--- src/rtl/gemm_pkg.sv ---
// gemm_pkg: shared arbiter state encoding, owner-id width and BRAM read latency.
package gemm_pkg;
    typedef enum logic [1:0] {
        ARB_IDLE = 2'd0,
        ARB_OWN0 = 2'd1,
        ARB_OWN1 = 2'd2
    } arb_state_e;
    localparam int OWNER_W = 1;
    localparam int RD_LAT  = 1;
endpackage

--- src/rtl/arb_rd_tag_pipe.sv ---
// arb_rd_tag_pipe: DEPTH-deep valid/owner shift register matching the BRAM read latency.
module arb_rd_tag_pipe
    import gemm_pkg::*;
#(
    parameter int DEPTH = RD_LAT
) (
    input  logic               clk,
    input  logic               rst,
    input  logic               vld_i,
    input  logic [OWNER_W-1:0] own_i,
    output logic               vld_o,
    output logic [OWNER_W-1:0] own_o
);
    logic [DEPTH-1:0]              vld_q, vld_d;
    logic [DEPTH-1:0][OWNER_W-1:0] own_q, own_d;

    always_comb begin
        vld_d    = vld_q;
        own_d    = own_q;
        vld_d[0] = vld_i;
        own_d[0] = own_i;
        for (int i = 1; i < DEPTH; i++) begin
            vld_d[i] = vld_q[i-1];
            own_d[i] = own_q[i-1];
        end
    end

    always_ff @(posedge clk or posedge rst) begin
        if (rst) begin
            vld_q <= '0;
            own_q <= '0;
        end else begin
            vld_q <= vld_d;
            own_q <= own_d;
        end
    end

    assign vld_o = vld_q[DEPTH-1];
    assign own_o = own_q[DEPTH-1];
endmodule

--- src/rtl/mem_port_arbiter.sv ---
// mem_port_arbiter: round-robin, burst-locked sharing of one BRAM port between two requesters.
// Define ARB_STATS_EN to add per-requester accepted-beat and wait-cycle counters.
module mem_port_arbiter
    import gemm_pkg::*;
#(
    parameter int ADDR_WIDTH = 10,
    parameter int DATA_WIDTH = 128,
    parameter int BURST_MAX  = 16
) (
    input  logic                  clk,
    input  logic                  rst,
    input  logic                  req0_req,
    input  logic                  req0_last,
    input  logic [ADDR_WIDTH-1:0] req0_addr,
    input  logic                  req0_we,
    input  logic [DATA_WIDTH-1:0] req0_d,
    output logic                  req0_gnt,
    output logic [DATA_WIDTH-1:0] req0_q,
    output logic                  req0_q_valid,
    input  logic                  req1_req,
    input  logic                  req1_last,
    input  logic [ADDR_WIDTH-1:0] req1_addr,
    input  logic                  req1_we,
    input  logic [DATA_WIDTH-1:0] req1_d,
    output logic                  req1_gnt,
    output logic [DATA_WIDTH-1:0] req1_q,
    output logic                  req1_q_valid,
    output logic [ADDR_WIDTH-1:0] mem_addr0,
    output logic                  mem_ce0,
    output logic                  mem_we0,
    output logic [DATA_WIDTH-1:0] mem_d0,
    input  logic [DATA_WIDTH-1:0] mem_q0
`ifdef ARB_STATS_EN
    ,
    output logic [31:0]           req0_beats,
    output logic [31:0]           req0_wait,
    output logic [31:0]           req1_beats,
    output logic [31:0]           req1_wait
`endif
);
    localparam int CNT_W = $clog2(BURST_MAX + 1);

    arb_state_e         state_q, state_d;
    logic               rr_ptr_q, rr_ptr_d;
    logic [CNT_W-1:0]   beat_cnt_q, beat_cnt_d;
    logic               own0, own1, acc, last, rel, cur_req, oth_req, we_sel;
    logic               tag_vld;
    logic [OWNER_W-1:0] tag_own;

    always_comb begin
        own0       = state_q == ARB_OWN0;
        own1       = state_q == ARB_OWN1;
        acc        = (own0 & req0_req) | (own1 & req1_req);
        last       = own1 ? req1_last : req0_last;
        we_sel     = own1 ? req1_we : req0_we;
        cur_req    = own1 ? req1_req : req0_req;
        oth_req    = own1 ? req0_req : req1_req;
        rel        = acc & (last | (beat_cnt_q == CNT_W'(BURST_MAX - 1)));
        state_d    = state_q;
        rr_ptr_d   = rr_ptr_q;
        beat_cnt_d = acc ? beat_cnt_q + 1'b1 : beat_cnt_q;
        if (!(own0 | own1)) begin
            state_d = (req1_req & (~req0_req | rr_ptr_q)) ? ARB_OWN1 :
                      req0_req ? ARB_OWN0 : ARB_IDLE;
        end else if (rel) begin
            // A forced release keeps the owner only when nobody else is waiting.
            rr_ptr_d   = own0;
            beat_cnt_d = '0;
            state_d    = oth_req ? (own0 ? ARB_OWN1 : ARB_OWN0) :
                         (cur_req & ~last) ? state_q : ARB_IDLE;
        end
    end

    always_ff @(posedge clk or posedge rst) begin
        if (rst) begin
            state_q    <= ARB_IDLE;
            rr_ptr_q   <= 1'b0;
            beat_cnt_q <= '0;
        end else begin
            state_q    <= state_d;
            rr_ptr_q   <= rr_ptr_d;
            beat_cnt_q <= beat_cnt_d;
        end
    end

    assign req0_gnt  = own0;
    assign req1_gnt  = own1;
    assign mem_ce0   = acc;
    assign mem_we0   = acc & we_sel;
    assign mem_addr0 = own0 ? req0_addr : own1 ? req1_addr : '0;
    assign mem_d0    = own0 ? req0_d : own1 ? req1_d : '0;

    arb_rd_tag_pipe #(.DEPTH(RD_LAT)) u_rd_tag (
        .clk   (clk),
        .rst   (rst),
        .vld_i (acc & ~we_sel),
        .own_i (OWNER_W'(own1)),
        .vld_o (tag_vld),
        .own_o (tag_own)
    );

    assign req0_q       = mem_q0;
    assign req1_q       = mem_q0;
    assign req0_q_valid = tag_vld & (tag_own == OWNER_W'(0));
    assign req1_q_valid = tag_vld & (tag_own == OWNER_W'(1));

`ifdef ARB_STATS_EN
    logic [31:0] req0_beats_q, req0_beats_d, req0_wait_q, req0_wait_d;
    logic [31:0] req1_beats_q, req1_beats_d, req1_wait_q, req1_wait_d;

    always_comb begin
        req0_beats_d = req0_beats_q + 32'(own0 & req0_req & ~&req0_beats_q);
        req1_beats_d = req1_beats_q + 32'(own1 & req1_req & ~&req1_beats_q);
        req0_wait_d  = req0_wait_q + 32'(~own0 & req0_req & ~&req0_wait_q);
        req1_wait_d  = req1_wait_q + 32'(~own1 & req1_req & ~&req1_wait_q);
    end

    always_ff @(posedge clk or posedge rst) begin
        if (rst) begin
            req0_beats_q <= '0;
            req1_beats_q <= '0;
            req0_wait_q  <= '0;
            req1_wait_q  <= '0;
        end else begin
            req0_beats_q <= req0_beats_d;
            req1_beats_q <= req1_beats_d;
            req0_wait_q  <= req0_wait_d;
            req1_wait_q  <= req1_wait_d;
        end
    end

    assign req0_beats = req0_beats_q;
    assign req1_beats = req1_beats_q;
    assign req0_wait  = req0_wait_q;
    assign req1_wait  = req1_wait_q;
`endif
endmodule

--- config.mk ---
export PLATFORM = sky130hd
export DESIGN_NAME = mem_port_arbiter
export DESIGN_NICKNAME = d
export VERILOG_FILES = /design/src/rtl/gemm_pkg.sv /design/src/rtl/arb_rd_tag_pipe.sv /design/src/rtl/mem_port_arbiter.sv
export SDC_FILE = /design/constraint.sdc
export NUM_CORES = 1
export LEC_CHECK = 0
export BUFFER_PORTS_ARGS = -buffer_cell sky130_fd_sc_hd__buf_2
export CAP_MARGIN = 5
export CORE_AREA = 2 2 317 319
export CTS_CLUSTER_DIAMETER = 50
export DETAILED_ROUTE_END_ITERATION = 8
export DIE_AREA = 0 0 319 321
export SETUP_SLACK_MARGIN = 0.5
export SLEW_MARGIN = 20
export SYNTH_ARGS = -nofsm -noshare
export SYNTH_HDL_FRONTEND = slang
export SYNTH_SLANG_ARGS = --single-unit
--- constraint.sdc ---
create_clock -name clk -period 2 [get_ports clk]
set_input_delay 0.2 -clock clk [delete_from_list [all_inputs] [get_ports clk]]
set_output_delay 0.2 -clock clk [all_outputs]
set_load 0.02 [all_outputs]
==> metrics.txt, run 1 <==
number of max-slew violations in the final report=0; type of the worst setup path=reg2out; number of global-route vias before repair=4864; total half-perimeter wirelength after legalization and detailed placement=48.0 mm; Post-DRT Antenna Nets=0; number of remaining DRC errors=0; FFs w/ async S/R, synth=1.00; WP buf/inv=5; CTS tree=built; Cell Rows=116; final global-route overflow total=0; Total GRT Usage=0.0970; library cell with the largest summed area after synthesis=sky130_fd_sc_hd__buf_4; count of H-tree levels built during CTS=1; Max Root-Sink Buffers=2; share of final-layout standard cells stronger than drive strength 1=0.940; via count=4965; final setup violation count=33; library cell used as clock root buffer=sky130_fd_sc_hd__clkbuf_16; core utilization of the finished layout=0.0900; reg2reg setup slack=0.05 ns; status=finished, violations left; total number of nets in the final design=1134; post-route worst hold slack=0.296 ns; maximum fanout encountered on the critical timing path=28; drt pass-1 iters=6; pre-CTS setup slack=0.0855 ns; IR drop worst, VDD=801 uV; wire length on met1=17.7 mm; Starting Density=0.0395; Crit Reg-Reg Endpoint=rr_ptr_q$_DFFE_PP0P_; Worst Setup End Kind=primary output; master of the slowest instance on the critical path=sky130_fd_sc_hd__dfrtp_2; number of failing hold endpoints at the final stage=0; Crit path largest cell delay=0.40 ns; relative slew slack=0.731; clock slew at the register clock pins of the worst setup and hold paths=0.04 ns; hold crit path type=in2reg; Syn-to-layout area delta=128%; transition at the pin with the smallest max-transition slack=0.403 ns; Fill cells=11500; top layer in use=met5; clk_lat worst skew=0.24 ns; Clock Skew=0.00267 ns; boundary pin count=812; synthesized netlist net count=912; period utilization=1.01; most common cell in the synthesized netlist=sky130_fd_sc_hd__buf_4; mean number of vias per cell=2.45; worst hold path cell count=3; detailed route wirelength on metal3=9.66 mm; number of port buffers=427; failing checks=setup timing; sequential cell area fraction in the yosys report=0.0638; first-pass GRT wire length=61.5 mm; die height=321 um; initial drt markers=103; mean routed wirelength per cell=26.5 um; PnR worst setup slack=-0.0275 ns; Warnings, synthesis=0; Worst Hold End=u_rd_tag.vld_o$_DFF_PP0_; clock buffers created by TritonCTS=3; die span in x=319 um; cell types occupying the most area after synthesis=sky130_fd_sc_hd__buf_4, sky130_fd_sc_hd__a22o_1, sky130_fd_sc_hd__dfrtp_1, sky130_fd_sc_hd__clkbuf_1, sky130_fd_sc_hd__ha_1; share of the synthesized area in the top cell type=0.490; static leakage=4.13 nW; sequence of cells on the critical path=inv_2, ha_4, buf_6, buf_12, buf_16, a22o_4, buf_6; synthesized area=3920 um^2; maximum number of pins on one net before global-route repair=29; EDFF count, synth=0; routability-driven placement congestion ratio=0.788; CTS sink cnt=10; most used flip-flop cell after synthesis=sky130_fd_sc_hd__dfrtp_1; max cap viols=0; Cells after Synth=495; number of antenna violations at the first check in global routing=69; met2 routed wirelength=24.2 mm; arrival time worst endpoint=1.83 ns; start of the worst register-to-register path=state_q[0]$_DFFE_PP0P_; data required time of the critical path=1.80 ns; mean instance size in the synthesized netlist=7.92 um^2; total wirelength of the detailed-routed design=53.5 mm; standard cell core area=99300 um^2; worst-case reg-to-reg path depth=8; number of distinct library cells after synthesis=34; most frequent cells after synthesis=sky130_fd_sc_hd__buf_4, sky130_fd_sc_hd__a22o_1, sky130_fd_sc_hd__clkbuf_1; Hold Crit Start=req1_we; pwr dens=1440 nW/um^2; cell with the most instances on the worst path=sky130_fd_sc_hd__buf_6; critical path startpoint category=flip-flop; post-synthesis sequential element count=10; Tmin final=2.03 ns; upper clock frequency limit=0.493 GHz; Die Footprint=102000 um^2; largest delay contributor family on the critical path=buffers and inverters; setup repair after global routing missed its margin=true
==> power by group <==
part | leakage, nW | internal (mW) | switching [mW]
Sequential | 0.124 | 0.297 | 0.0876
Combinational | 3.96 | 6.56 | 5.48
Clock | 0.0442 | 0.301 | 0.101
==> cells by family after synthesis <==
logic type               synth area share
buffers and inverters               0.534
AO/OA/AOI/OAI                       0.342
AND/OR/NAND/NOR                    0.0306
flip-flops                         0.0638
multiplexers                       0.0134
adder cells (fa/ha/maj)            0.0159
==> flip-flops by register name (all words and copies together), names as in the netlist <==
| register | flops |
|---|---|
| u_rd_tag.vld_o | 1 |
| state_q | 2 |
| rr_ptr_q | 1 |
| u_rd_tag.own_o | 1 |
| beat_cnt_q | 5 |
==> per-layer routing <==
| layer | GRT usage | vias to the layer above |
|---|---|---|
| met5 | 0 | - |
| met4 | 0.0256 | 10 |
| met3 | 0.0734 | 143 |
| met2 | 0.159 | 691 |
| met1 | 0.0962 | 2156 |
| li1 | - | 1965 |
==> worst max path at each step <==
stage / start / to / slack, ns / cells past startpoint
floorplan: state_q[0]$_DFFE_PP0P_ / state_q[1]$_DFFE_PP0P_ / 0.11 / 7
global placement: state_q[0]$_DFFE_PP0P_ / mem_d0[99] / 0.13 / 7
detailed placement: state_q[0]$_DFFE_PP0P_ / mem_d0[99] / 0.09 / 7
CTS: state_q[0]$_DFFE_PP0P_ / mem_d0[69] / -0.05 / 7
global route: state_q[1]$_DFFE_PP0P_ / mem_d0[1] / -0.06 / 8
finish: state_q[1]$_DFFE_PP0P_ / mem_d0[30] / -0.03 / 7
==> tightest hold or removal path, stage by stage <==
cell	delay (ns)
sky130_fd_sc_hd__buf_2	0.09
sky130_fd_sc_hd__mux2i_2	0.06
sky130_fd_sc_hd__and2_4	0.15
==> metrics by stage <==
step	power, mW	cell area [um^2]	setup TNS, ns	cells
after global routing	13.5	8930	-3.63	2022
after floorplan	6.95	5260	0	495
after CTS	12.0	8450	-1.22	2001
after global placement	8.84	7230	0	1961
final	12.8	8930	-0.388	2023
after detailed placement	8.89	7230	0	1961
==> timing repair <==
item | CTS | global route
buffers inserted | 27 | 9
pin swaps | 8 | 5
hold buffers | 1 | 0
setup endpoints to repair | 149 | 150
gates cloned | 8 | 4
gates resized for setup | 187 | 88
hold endpoints to repair | 10 | 0
==> layout by cell type, fill, tap and decap left out, types with 4 or more instances in the layout <==
master and instances:
sky130_fd_sc_hd__buf_6 116, sky130_fd_sc_hd__dfrtp_1 9, sky130_fd_sc_hd__buf_2 326, sky130_fd_sc_hd__nor2_1 5, sky130_fd_sc_hd__nand2_1 4, sky130_fd_sc_hd__a22o_4 137
sky130_fd_sc_hd__buf_16 11, sky130_fd_sc_hd__diode_2 9, sky130_fd_sc_hd__buf_12 16, sky130_fd_sc_hd__buf_8 12, sky130_fd_sc_hd__buf_4 20, sky130_fd_sc_hd__clkbuf_16 7
==> cell type report <==
type                            instances  area, um^2  share of cell area
Inverter                                8        33.8             0.00378
Sequential cell                        10         251              0.0281
Antenna cell                            9        22.5             0.00252
Timing Repair Buffer                  506        4000               0.448
Tap cell                             1298        1620               0.182
Clock buffer                            4        88.8             0.00994
Multi-Input combinational cell        188        2910               0.326
(Power assumes the default switching activity.)
==> inputs of run 2 (changes only) <==
--- a/config.mk
+++ b/config.mk
@@ -11,6 +11,7 @@
 export CTS_CLUSTER_DIAMETER = 50
 export DETAILED_ROUTE_END_ITERATION = 8
 export DIE_AREA = 0 0 319 321
+export PLACE_DENSITY = 0.3
 export SETUP_SLACK_MARGIN = 0.5
 export SLEW_MARGIN = 20
 export SYNTH_ARGS = -nofsm -noshare
==> metrics.txt, run 2 (synthesized netlist as in run 1, its figures left out) <==
Tmin final=2.03 ns (+0.000174 ns); Crit. Startpoint=state_q[0]$_DFFE_PP0P_; max FFs per register=5 (unchanged); transition at the pin with the smallest max-transition slack=0.397 ns (-0.00642 ns); static leakage=4.01 nW (-2.8%); final setup violation count=18 (-45%); total wirelength of the detailed-routed design=28.5 mm (-47%); Syn-to-layout area delta=124%; clk_lat worst skew=0.24 ns (about the same); Starting Density=0.0395 (unchanged); type of the worst setup path=reg2out; die height=321 um (unchanged); number of max-slew violations in the final report=0 (unchanged); sequential cell area=251 um^2 (unchanged); Crit path largest cell delay=0.39 ns (about the same); clock buffers created by TritonCTS=3 (unchanged); total half-perimeter wirelength after legalization and detailed placement=22.7 mm (-53%); count of H-tree levels built during CTS=1 (unchanged); status=finished, violations left; mean routed wirelength per cell=14.3 um (-46%); final total power=12.2 mW (-4.8%); first-pass GRT wire length=35.0 mm (-43%); non-filler instance count after layout=1996 (-1.3%); Worst Setup End Kind=primary output; Logic pwr share=0.941 (+0.002); critical path startpoint category=flip-flop; Cell Rows=116 (unchanged); setup repair after global routing missed its margin=true; switching part of the total=0.439 (-0.00333); top layer in use=met5; clock slew at the register clock pins of the worst setup and hold paths=0.04 ns (about the same); period utilization=1.01 (about the same); registers with the highest flip-flop counts=beat_cnt_q x5, state_q x2; total number of nets in the final design=1115 (-1.7%); core utilization of the finished layout=0.0886 (-0.00139); number of port buffers=427 (unchanged); proportion of power drawn by flip-flops and latches=0.031 (about the same); number of antenna violations at the first check in global routing=10 (-86%); maximum number of pins on one net before global-route repair=30 (+3.4%); via count=4518 (-9.0%); mean number of vias per cell=2.26 (-7.8%); Design Area, Final=8800 um^2 (-1.5%); setup total negative slack=-0.160 ns (+0.228 ns); reported net switching power=5.36 mW (-5.6%); number of global-route vias before repair=4726 (-2.8%); met2 routed wirelength=14.7 mm (-39%); arrival time worst endpoint=1.83 ns (about the same); Max Root-Sink Buffers=2 (unchanged); instance area at placement=7210 um^2 (-0.35%); maximum fanout encountered on the critical timing path=8 (-71%); sequence of cells on the critical path=inv_2, ha_4, nor2b_4, buf_12, buf_12, buf_16, a22o_4, buf_6; failing checks=setup timing; wire length on met1=8.10 mm (-54%); drt pass-1 iters=4 (-2); detailed route wirelength on metal3=3.10 mm (-68%); Total GRT Usage=0.0484 (-0.0486); internal power summed over all cells=6.86 mW (-4.3%); routability-driven placement congestion ratio=0.823 (+4.5%); number of instances in the placed design=1955 (-0.31%); IR drop worst, VDD=752 uV (-6.1%); Fill cells=11500 (+0.22%); data required time of the critical path=1.80 ns (about the same); boundary pin count=812 (unchanged); upper clock frequency limit=0.493 GHz (about the same); most frequent standard cell in the layout excluding fill and tap cells=sky130_fd_sc_hd__buf_2; multi-input gate area in the final layout=2850 um^2 (-2.1%); pwr dens=1390 nW/um^2 (-3.4%); die span in x=319 um (unchanged); Clock Skew=0.00351 ns (+0.000840 ns); library cell used as clock root buffer=sky130_fd_sc_hd__clkbuf_16; relative slew slack=0.735 (+0.00428); commonest non-fill, non-tap cells in the layout=sky130_fd_sc_hd__buf_2, sky130_fd_sc_hd__a22o_4, sky130_fd_sc_hd__buf_6, sky130_fd_sc_hd__buf_16, sky130_fd_sc_hd__buf_4; CTS sink cnt=10 (unchanged); start of the worst register-to-register path=state_q[0]$_DFFE_PP0P_; PnR worst setup slack=-0.0277 ns (-0.000174 ns); number of remaining DRC errors=0 (unchanged); Hold Crit Start=req0_we; register bank with the most flops=beat_cnt_q; number of failing hold endpoints at the final stage=0 (unchanged); initial drt markers=83 (-19%); share of final-layout standard cells stronger than drive strength 1=0.925 (-0.0147); max cap viols=0 (unchanged); clock group share of total power=0.028 (-0.003); final global-route overflow total=0 (unchanged); standard cell core area=99300 um^2 (unchanged); Post-DRT Antenna Nets=0 (unchanged); master of the slowest instance on the critical path=sky130_fd_sc_hd__dfrtp_1; hold crit path type=in2reg; post-route worst hold slack=0.299 ns (+0.00316 ns); cell with the most instances on the worst path=sky130_fd_sc_hd__buf_12; Die Footprint=102000 um^2 (unchanged); pre-CTS setup slack=0.114 ns (+0.0283 ns); CTS tree=built
[run 2: cell type report]
type | count | area share
Antenna cell | 2 | 0.000569
Clock buffer | 3 | 0.00853
Inverter | 8 | 0.00370
Multi-Input combinational cell | 188 | 0.324
Sequential cell | 10 | 0.0286
Tap cell | 1298 | 0.185
Timing Repair Buffer | 487 | 0.450
[run 2: per-layer routing]
layer  up-vias  global-route usage
met4         6              0.0372
met5         -                   0
met3       146              0.0179
li1       1920                   -
met2       441              0.0950
met1      2005              0.0380
[run 2: what timing repair did]
| item | in CTS | in global routing |
|---|---|---|
| endpoints found under the hold margin | 10 | 0 |
| buffers inserted | 14 | 6 |
| cloned | 10 | 5 |
| gates resized for setup | 246 | 40 |
| hold buffers | 1 | 0 |
| pin swaps | 3 | 2 |
| endpoints found under the setup margin | 150 | 151 |
[run 2: path summary, 6_finish.rpt]
path	depth (start not counted)	endpoint	slack, ns
worst max-delay path	8	mem_addr0[4]	-0.03
worst min register to register	2	beat_cnt_q[4]$_DFF_PP0_	0.48
worst max register to register	7	state_q[1]$_DFFE_PP0P_	0.06
max in group asynchronous	3	state_q[1]$_DFFE_PP0P_	1.21
worst min-delay path	3	u_rd_tag.vld_o$_DFF_PP0_	0.30
min in group asynchronous	3	beat_cnt_q[3]$_DFF_PP0_	0.49
[run 2: power by group through the flow]
stage          Clock (mW)  Sequential (mW)  Combinational [mW]
4_1_cts             0.354            0.378                10.9
6_report            0.345            0.379                11.5
3_3_place_gp            0            0.373                8.41
5_1_grt             0.368            0.390                12.0
2_1_floorplan           0            0.355                6.60
3_5_place_dp            0            0.373                8.42
[run 2: worst max-delay path: cells and delay by family (launching register included)]
family	cells	cell delay, ns
compound gates	1	0.24
fa+ha+maj	1	0.16
buf+inv	5	0.65
flops	1	0.39
simple gates	1	0.13
